### src/rtl/usb_tx_pkg.sv
// Shared types, constants and small decode helpers for the USB low-level transmitter.
package usb_tx_pkg;

    typedef enum logic [2:0] {
        S_IDLE    = 3'd0,
        S_SYNC    = 3'd1,
        S_DATA    = 3'd2,
        S_STUFF   = 3'd3,
        S_ABORT   = 3'd4,
        S_EOP_SE0 = 3'd5,
        S_EOP_J   = 3'd6
    } usb_tx_state_t;

    // SYNC is shifted out LSB first: seven 0s (KJKJKJK) then a 1 (K held).
    localparam logic [7:0] SYNC_PATTERN = 8'h80;
    localparam int         STUFF_LIMIT  = 6;
    localparam int         EOP_SE0_BITS = 2;
    localparam int         ABORT_BITS   = 7;

    // True in the states that shift real bits (SYNC or a data byte).
    function automatic logic is_shift_state(input usb_tx_state_t st);
        return (st == S_SYNC) || (st == S_DATA);
    endfunction

    // Raw (pre-NRZI) bit sent in a state: shift-register LSB while shifting,
    // a forced 0 for a stuff bit, and 1 (line held) everywhere else.
    function automatic logic raw_bit_of(input usb_tx_state_t st, input logic lsb);
        if (is_shift_state(st)) return lsb;
        if (st == S_STUFF)      return 1'b0;
        return 1'b1;
    endfunction

    // Byte boundary: bit 7 of SYNC/byte with no stuff bit pending, or the
    // stuff bit that follows bit 7. This is exactly the TXReady cycle.
    function automatic logic boundary_of(input usb_tx_state_t st,
                                         input logic [2:0]    bit_idx,
                                         input logic [2:0]    ones,
                                         input logic          lsb);
        logic stuff_pending;
        stuff_pending = lsb && (ones == 3'(STUFF_LIMIT - 1));
        return (is_shift_state(st) && (bit_idx == 3'd7) && !stuff_pending) ||
               ((st == S_STUFF) && (bit_idx == 3'd7));
    endfunction

endpackage

### src/rtl/usb_nrzi_enc.sv
// NRZI level tracking and J/K/SE0 line encoding for the USB transmitter.
module usb_nrzi_enc (
    input  logic clk,
    input  logic RST,
    input  logic raw_bit,
    input  logic se0,
    input  logic hold,
    output logic tx_dp,
    output logic tx_dm
);

    // Level of the previous bit time; 1 means J.
    logic level_q;
    logic line_lvl;

    // Current bit's level: raw 0 toggles, raw 1 (or hold) keeps the previous level.
    always_comb begin
        line_lvl = (hold || raw_bit) ? level_q : ~level_q;
    end

    assign tx_dp = !se0 && line_lvl;
    assign tx_dm = !se0 && !line_lvl;

    // Remember the level just driven; SE0 re-arms the line to J for the next packet.
    always_ff @(posedge clk or posedge RST) begin
        // NOTE: sequential state uses non-blocking assignments so every flop
        // samples the pre-edge values, independent of statement order.
        if (RST)      level_q <= 1'b1;
        else if (se0) level_q <= 1'b1;
        else          level_q <= line_lvl;
    end

endmodule

### src/rtl/usb_tx_fsm.sv
// USB transmit state machine: SYNC, bit-stuffed data bytes, abort, EOP.
module usb_tx_fsm (
    input  logic       clk,
    input  logic       RST,
    input  logic       TXValid,
    input  logic [7:0] TXData,
    input  logic       TXAbort,
    output logic       TXReady,
    output logic       tx_dp,
    output logic       tx_dm,
    output logic       tx_oe,
    output logic       tx_busy,
    output logic       frame_done
);

    import usb_tx_pkg::*;

    usb_tx_state_t state_q, state_n;
    logic [2:0]    bit_q, bit_n;
    logic [2:0]    ones_q, ones_n;
    logic [7:0]    shreg_q, shreg_n;
    logic [1:0]    eop_q, eop_n;
    logic [2:0]    abort_q, abort_n;

    logic raw_cur;
    logic stuff_cur;
    logic at_boundary;
    logic ready_n;
    logic line_se0;
    logic line_hold;

    // Next-state and datapath decode from the current registers and inputs.
    always_comb begin
        // NOTE: every variable gets a default first so no path through the
        // case leaves a value unassigned and infers a latch.
        state_n = state_q;
        bit_n   = bit_q;
        ones_n  = ones_q;
        shreg_n = shreg_q;
        eop_n   = eop_q;
        abort_n = abort_q;

        raw_cur     = raw_bit_of(state_q, shreg_q[0]);
        stuff_cur   = is_shift_state(state_q) && raw_cur && (ones_q == 3'(STUFF_LIMIT - 1));
        at_boundary = boundary_of(state_q, bit_q, ones_q, shreg_q[0]);

        case (state_q)
            S_IDLE: begin
                if (TXValid) begin
                    state_n = S_SYNC;
                    shreg_n = SYNC_PATTERN;
                    bit_n   = 3'd0;
                    ones_n  = 3'd0;
                end
            end
            S_SYNC, S_DATA: begin
                if (TXAbort) begin
                    state_n = S_ABORT;
                    abort_n = 3'd0;
                end else begin
                    ones_n  = raw_cur ? (ones_q + 3'd1) : 3'd0;
                    shreg_n = shreg_q >> 1;
                    if (stuff_cur)         state_n = S_STUFF;
                    else if (!at_boundary) bit_n   = bit_q + 3'd1;
                end
            end
            S_STUFF: begin
                if (TXAbort) begin
                    state_n = S_ABORT;
                    abort_n = 3'd0;
                end else begin
                    ones_n = 3'd0;
                    if (!at_boundary) begin
                        bit_n   = bit_q + 3'd1;
                        state_n = S_DATA;
                    end
                end
            end
            S_ABORT: begin
                if (abort_q == 3'(ABORT_BITS - 1)) begin
                    state_n = S_EOP_SE0;
                    eop_n   = 2'd0;
                end else begin
                    abort_n = abort_q + 3'd1;
                end
            end
            S_EOP_SE0: begin
                if (eop_q == 2'(EOP_SE0_BITS - 1)) state_n = S_EOP_J;
                else                               eop_n   = eop_q + 2'd1;
            end
            S_EOP_J: state_n = S_IDLE;
            default: state_n = S_IDLE;
        endcase

        // Byte boundary: take the next byte or close the packet; abort wins.
        if (at_boundary && !TXAbort) begin
            bit_n = 3'd0;
            if (TXValid) begin
                state_n = S_DATA;
                shreg_n = TXData;
            end else begin
                state_n = S_EOP_SE0;
                eop_n   = 2'd0;
            end
        end

        // TXReady is registered, so predict next cycle's boundary from next-state values.
        ready_n = boundary_of(state_n, bit_n, ones_n, shreg_n[0]);
    end

    // State, counters, shift register and registered status outputs.
    always_ff @(posedge clk or posedge RST) begin
        if (RST) begin
            state_q    <= S_IDLE;
            bit_q      <= 3'd0;
            ones_q     <= 3'd0;
            shreg_q    <= 8'd0;
            eop_q      <= 2'd0;
            abort_q    <= 3'd0;
            TXReady    <= 1'b0;
            tx_oe      <= 1'b0;
            tx_busy    <= 1'b0;
            frame_done <= 1'b0;
        end else begin
            state_q    <= state_n;
            bit_q      <= bit_n;
            ones_q     <= ones_n;
            shreg_q    <= shreg_n;
            eop_q      <= eop_n;
            abort_q    <= abort_n;
            TXReady    <= ready_n;
            tx_oe      <= (state_n != S_IDLE);
            tx_busy    <= (state_n != S_IDLE);
            frame_done <= (state_n == S_EOP_J);
        end
    end

    // Line control: SE0 during EOP, level frozen wherever no bit is being coded.
    always_comb begin
        line_se0  = (state_q == S_EOP_SE0);
        line_hold = !(is_shift_state(state_q) || (state_q == S_STUFF)) && !line_se0;
    end

    usb_nrzi_enc u_nrzi (
        .clk     (clk),
        .RST     (RST),
        .raw_bit (raw_cur),
        .se0     (line_se0),
        .hold    (line_hold),
        .tx_dp   (tx_dp),
        .tx_dm   (tx_dm)
    );

endmodule

### config.mk
export PLATFORM = sky130hd
export DESIGN_NAME = usb_tx_fsm
export DESIGN_NICKNAME = d
export VERILOG_FILES = /design/src/rtl/usb_tx_pkg.sv /design/src/rtl/usb_nrzi_enc.sv /design/src/rtl/usb_tx_fsm.sv
export SDC_FILE = /design/constraint.sdc
export NUM_CORES = 1
export LEC_CHECK = 0
export BUFFER_PORTS_ARGS = -buffer_cell sky130_fd_sc_hd__clkbuf_2
export CORE_ASPECT_RATIO = 2
export CORE_MARGIN = 1
export CORE_UTILIZATION = 58
export DETAILED_ROUTE_END_ITERATION = 16
export PLACE_DENSITY = 0.8
export REMOVE_ABC_BUFFERS = 1
export SLEW_MARGIN = 0
export SYNTH_ARGS = -nofsm -noshare
export SYNTH_HDL_FRONTEND = slang
export SYNTH_SLANG_ARGS = --single-unit
### constraint.sdc
create_clock -name clk -period 2.2 [get_ports clk]
set_input_delay 0.44 -clock clk [delete_from_list [all_inputs] [get_ports clk]]
set_output_delay 0.44 -clock clk [all_outputs]
set_load 0.02 [all_outputs]
* Yosys cells after proc, flatten, opt, wreduce, memory -nomap -nowiden
Index checks and enable logic that the tools add are counted.
W data, S select, Z words.
** Storage, ports and cells
- Bits in registers :: 26
- Output and inout bits :: 6
- Logic and storage cells :: 108
** Operators by class
- $add $sub $neg :: 4
- Equal/unequal tests :: 17
- Muxes and demuxes :: 44
- Bitwise operators :: 1
- Reduce and logical (&&, ||, !) cells :: 32
** Operator list (number)
- $mux W3 :: 21
- $mux W8 :: 4
- $eq A3 B3 Y1 const B :: 8
- $pmux W3 S3 :: 2
- $pmux W8 S2 :: 1
- $pmux W3 S5 :: 1
- $logic_and A1 B1 Y1 :: 14
- $eq A3 B2 Y1 const B :: 4
- $add A3 B1 Y3 const B :: 3
- $mux W1 :: 9
- $mux W2 :: 4
- $eq A3 B1 Y1 const B :: 2
- $logic_not A1 Y1 :: 6
- $logic_or A1 B1 Y1 :: 6
- $pmux W3 S2 :: 1
- $pmux W2 S2 :: 1
- $logic_not A3 Y1 :: 1
- $reduce_and A3 Y1 :: 1
- $reduce_bool A3 Y1 :: 1
- $reduce_or A3 Y1 :: 1
- $add A2 B1 Y2 const B :: 1
- $eq A2 B1 Y1 const B :: 1
- $ne A2 B1 Y1 const B :: 1
- $ne A2 B2 Y1 const B :: 1
- 3 further kinds :: 3

* Longest topological paths before layout
- Depth after elaboration :: 17
- Gate-level depth with buffers :: 9

* Modules after synthesis
Synthesis repeated with hierarchy kept, for this count alone.
** Second synthesis, totals
- Cells, all modules :: 200
- Area total of the unflattened synthesis :: 1734.2 µm²
** By module, submodules not included
- usb_tx_fsm :: times used 1, cells each 193, area an instance 1670.4 µm²
- usb_nrzi_enc :: times used 1, cells each 7, area an instance 63.8 µm²

* Least setup slack after synthesis
No wires, ideal clock.
- Path kind :: register to register
- From :: register ones_q[0]
- To :: register TXReady
- Arrival time :: 1917 ps
- Required time :: 2100 ps
- Path slack :: 183 ps
- Stages on the path, launching flop included :: 8
- Buffers on the path :: 0
- Cells stage by stage :: dfrtp_1 > ha_1 > and4b_1 > nor4_4 > nand2_2 > mux2i_1 > o311ai_1 > nor4bb_1
** On the way
- Cells in the longest elaborated chain, start to end :: 14
** Ends and longest elaborated chain
- from (decl) :: RTL line usb_tx_fsm.sv:20 : logic [2:0] ones_q, ones_n;
- from (signal assigned) :: RTL line usb_tx_fsm.sv:127 : ones_q <= ones_n;
- $eq A3 B3 Y1 :: RTL line usb_tx_pkg.sv:40, usb_tx_fsm.sv:44
- $logic_and A1 B1 Y1 :: RTL line usb_tx_pkg.sv:40 : stuff_pending = lsb && (ones == 3'(STUFF_LIMIT - 1));
- $logic_not A1 Y1 :: RTL line usb_tx_pkg.sv:41 : return (is_shift_state(st) && (bit_idx == 3'd7) && !stuff_pending) ||
- $logic_and A1 B1 Y1 :: RTL line usb_tx_pkg.sv:41
- $logic_or A1 B1 Y1 :: RTL line usb_tx_pkg.sv:41
- $mux W3 (on tied branches) :: RTL line usb_tx_fsm.sv:64, usb_tx_fsm.sv:73
- $mux W3 (on tied branches) :: RTL line usb_tx_fsm.sv:63, usb_tx_fsm.sv:68
- $mux W3 or $pmux W3 S5 (tied branches) :: RTL line usb_tx_fsm.sv:57, usb_tx_fsm.sv:47
- $pmux W3 S3 or $mux W3 (tied branches) :: RTL line usb_tx_fsm.sv:47, usb_tx_fsm.sv:96
- $mux W3 (tied with other cells) :: RTL line usb_tx_fsm.sv:96 : if (at_boundary && !TXAbort) begin
- $eq A3 B3 Y1 or $logic_or A1 B1 Y1 (tied branches) :: RTL line usb_tx_pkg.sv:41, usb_tx_pkg.sv:42, usb_tx_pkg.sv:22
- $logic_and A1 B1 Y1 (2 in series) :: RTL line usb_tx_pkg.sv:41
- $logic_or A1 B1 Y1 * :: RTL line usb_tx_pkg.sv:41
- named net ready_n :: RTL line usb_tx_fsm.sv:28 : logic ready_n;
- to (signal assigned) :: RTL line usb_tx_fsm.sv:131 : TXReady <= ready_n;
- to (decl) :: RTL line usb_tx_fsm.sv:8 : output logic TXReady,
Mark *: on every way through the listed nets, which the timed path passes. The rest lies on a longest branch.
A chain may end at the register's enable or synchronous reset.

* Worst setup path in the final report
- From :: register state_q[1]
- To :: register TXReady
** RTL lines
- from (decl) :: RTL line usb_tx_fsm.sv:18 : usb_tx_state_t state_q, state_n;
- from (signal assigned) :: RTL line usb_tx_fsm.sv:125 : state_q <= state_n;
- $eq A3 B2 Y1 :: RTL line usb_tx_pkg.sv:29, usb_tx_pkg.sv:42, usb_tx_fsm.sv:47
- $mux W1 (2 in series) :: RTL line usb_tx_pkg.sv:29 : if (st == S_STUFF) return 1'b0;
- $mux W1 :: RTL line usb_tx_pkg.sv:30 : return 1'b1;
- $mux W1 :: RTL line usb_tx_pkg.sv:29
- $logic_and A1 B1 Y1 (2 in series) :: RTL line usb_tx_fsm.sv:44 : stuff_cur = is_shift_state(state_q) && raw_cur && (ones_q == 3'(STUFF_LIMIT - 1));
- $mux W3 :: RTL line usb_tx_fsm.sv:63 : if (stuff_cur) state_n = S_STUFF;
- $mux W3 :: RTL line usb_tx_fsm.sv:57 : if (TXAbort) begin
- $pmux W3 S3 :: RTL line usb_tx_fsm.sv:47 : case (state_q)
- $mux W3 * :: RTL line usb_tx_fsm.sv:96
- named net bit_n[0] :: RTL line usb_tx_fsm.sv:19 : logic [2:0] bit_q, bit_n;
- $eq A3 B3 Y1 * :: RTL line usb_tx_pkg.sv:41, usb_tx_pkg.sv:42
- $logic_and A1 B1 Y1 (2 in series) :: RTL line usb_tx_pkg.sv:41
- $logic_or A1 B1 Y1 * :: RTL line usb_tx_pkg.sv:41
- named net ready_n :: RTL line usb_tx_fsm.sv:28
Mark *: on every way through the listed nets, which the timed path passes. The rest lies on a longest branch. The select of a mux whose other input is x is not followed.

==> impl_metrics.toml <==
[run_status]
outcome = "completed"

[sta]
tightest_slew_ns = 0.455
skew_ns = 0.00435
clock.fmax_mhz = 466
slew_headroom_pct = 69.5
slew_violations = 0
setup_violations = 0
fin_crit_ns = 2.14
min_period_over_period_pct = 97.5
finalHoldViolCount = 0
tns_ns = 0
setup_slack_ns = 0.0553

[critical_path]
slowest_delay_ns = 0.49
critPathSlowestCell = "dfrtp_2"
cp_top_family = "simple AND/OR/NAND/NOR gates"
required_ns = 2.37
critPathBufInv = 2
cp-end-kind = "flip-flop"
path_cells = "buf_12, nor3_1, buf_4, a311o_1, a221o_1, o311ai_1, nor4bb_1"
critPathMaxFanout = 7
cp-start-kind = "flip-flop"
worstSetupPathType = "reg2reg"
cp.arrival_ns = 2.31

[power]
netSwitchingFraction_pct = 42.6
p_sw_w = 0.00109
p_int_w = 0.00147
power_frac_seq_pct = 29.3
total_power_w = 0.00256
power_frac_comb_pct = 55.2
pwr-share-clk_pct = 15.5
power.density_mw_per_mm2 = 1220
p_leak_nw = 0.995
peakVddDrop_uv = 644

[yosys]
yosysTopAreaCell = "dfrtp_1"
synthCells = 207
synth_edf_count = 0
synth_area_leaders = "dfrtp_1 (36%), o21ai_0 (6.1%), nor2_1 (5.7%)"
syn_avg_cell_area_um2 = 8.33
synth_most_common_cell = "nor2_1"
synth_commonest_cells = "nor2_1 (26), dfrtp_1 (25), o21ai_0 (21)"
synth_area_mm2 = 0.00172
synthFlopType = "dfrtp_1"
seq_area_frac_synth_pct = 37.8
ys_types = 54
ys_ff_latch = 26
synthArstFlopShare_pct = 100
yosys_warnings = 0
synth_top_cell_area_share_pct = 36.3

[drt]
drt-total-wl_um = 5040
drt_iter0_drc = 86
firstDrtPassIters = 4
avgRoutedWirePerCell_um = 18.5
drc = 0
via_count = 1740
postRouteAntennaNets = 0
vias_per_cell = 6.40

[cts]
clkLatencyLatePin_ns = 0.27
clockBufferDepth = 2
htreeDepth = 1
cts.sinks = 26
holdBufCountCts = 0
cts-buffers-inserted = 3
cts_root_buf = "clkbuf_8"
cts_tree = "built"
clkTransAtPathRegs_ns = 0.09

[floorplanning]
die-area_mm2 = 0.00321
fp.dieH_um = 79.1
ios = 18
core_mm2 = 0.00277
die_x_um = 40.6
initial_core_util_pct = 62.2
rows = 27

[cells_and_area]
finalNonFillerCells = 272
n_antenna_cell = 0
fillers = 205
drive_above_1_share_pct = 25.5
regArea_um2 = 654
multi_input_area_um2 = 982
nets = 262
area_delta_synth_final_pct = 21.8
postLayoutCellArea_mm2 = 0.00210

[global_routing]
grt_start_max_net_pins = 27
grtUsageTotal_pct = 35.5
grt_antenna_before_repair = 0
grt_pass1_vias = 1757
overflow = 0
grt_pass1_wl_um = 7910

[worst_hold_path]
hold_class = "in2async"

[placed_design]
gp_congestion = 0.983
portBuffers = 17
placed_cell_area_mm2 = 0.00192
dp.cells = 258
dp_slack_ns = 0.0203
hpwl_um = 3690

[flow_run]
cap_violations = 0
==> layout make-up <==
class / count / share of cell area, %
clock buffer: 3 / 1.97
timing repair buffer: 45 / 14.7
multi-input combinational: 155 / 46.8
sequential: 26 / 31.1
tap: 29 / 1.73
clock inverter: 1 / 1.43
inverter: 13 / 2.32
==> logic make-up after synthesis <==
logic type,synth area share [%]
adders and majority gates,4.93
buffers and inverters,6.46
AOI/OAI and AO/OA,26.4
xor gates and xnor gates,1.02
DFF,37.8
muxes,1.23
and+or+nand+nor,22.1
==> routing by layer <==
| layer | share of wire (%) | vias up | GRT usage [%] | wire [µm] |
|---|---|---|---|---|
| met4 | 6.5 | 0 | 19.3 | 326 |
| met1 | 35 | 827 | 38.6 | 1780 |
| li1 | - | 817 | - | - |
| met5 | 0 | - | 0 | 0 |
| met3 | 4.0 | 26 | 3.35 | 202 |
| met2 | 54 | 70 | 61.4 | 2730 |
==> worst paths after layout <==
kind                                 start              to  slack (ns)  cells after the start
worst max-delay path            state_q[1]         TXReady        0.06                      7
worst min-delay path                   RST         tx_busy        0.19                      3
worst max register to register  state_q[1]         TXReady        0.06                      7
worst min register to register    eop_q[1]        eop_q[1]        0.55                      2
max in group asynchronous              RST  u_nrzi.level_q        1.71                      3
min in group clk                 TXData[4]      shreg_q[4]        0.38                      2
==> power by group through the flow <==
stage	Clock [W]	Sequential, W	Combinational (W)
2_1_floorplan	0	0.000809	0.000679
3_3_place_gp	0	0.000767	0.00117
3_5_place_dp	0	0.000774	0.00121
4_1_cts	0.000404	0.000749	0.00126
5_1_grt	0.000414	0.000767	0.00155
6_report	0.000398	0.000750	0.00141
==> sequential cells by signal, indices dropped and copies added, names as in the netlist <==
register and cells:
TXReady 1, abort_q 3, bit_q 3, eop_q 2, frame_done 1, ones_q 3
shreg_q 8, state_q 3, tx_busy 1, u_nrzi.level_q 1
==> layout by cell type (no fill, tap or decap), types with 2 or more instances in the layout <==
master / n
nor2b_1: 2
clkbuf_2: 16
o21ai_0: 21
nor2_1: 26
and2_1: 2
nor3_1: 5
nand2_1: 12
a22o_1: 7
and4b_1: 2
buf_4: 27
dfrtp_2: 2
dfrtp_1: 23
nand2b_1: 4
o31ai_2: 2
and3_1: 2
nand3b_1: 2
inv_1: 13
nor3b_1: 2
a311oi_1: 2
ha_1: 5
nand3_1: 6
o21a_1: 2
a21oi_1: 19
clkbuf_8: 3
==> worst min-delay path, stage by stage <==
cell      delay (ns)
clkbuf_2        0.08
inv_1           0.04
buf_4           0.31
==> per-stage QoR <==
| step | hold WS [ns] | util [%] |
|---|---|---|
| floorplan | 0.479 | - |
| global placement | 0.482 | 69.2 |
| CTS | 0.197 | 72.4 |
| global route | 0.223 | 75.8 |
| finish | 0.188 | 75.8 |
| detailed placement | 0.497 | 69.2 |
==> what timing repair did <==
action                                  4_1_cts  5_1_grt
endpoints found under the setup margin        1        2
buffers inserted                              2        8
gates resized for setup                       2        7
pin swaps                                     0        3
Power figures use the tool's default switching activity.
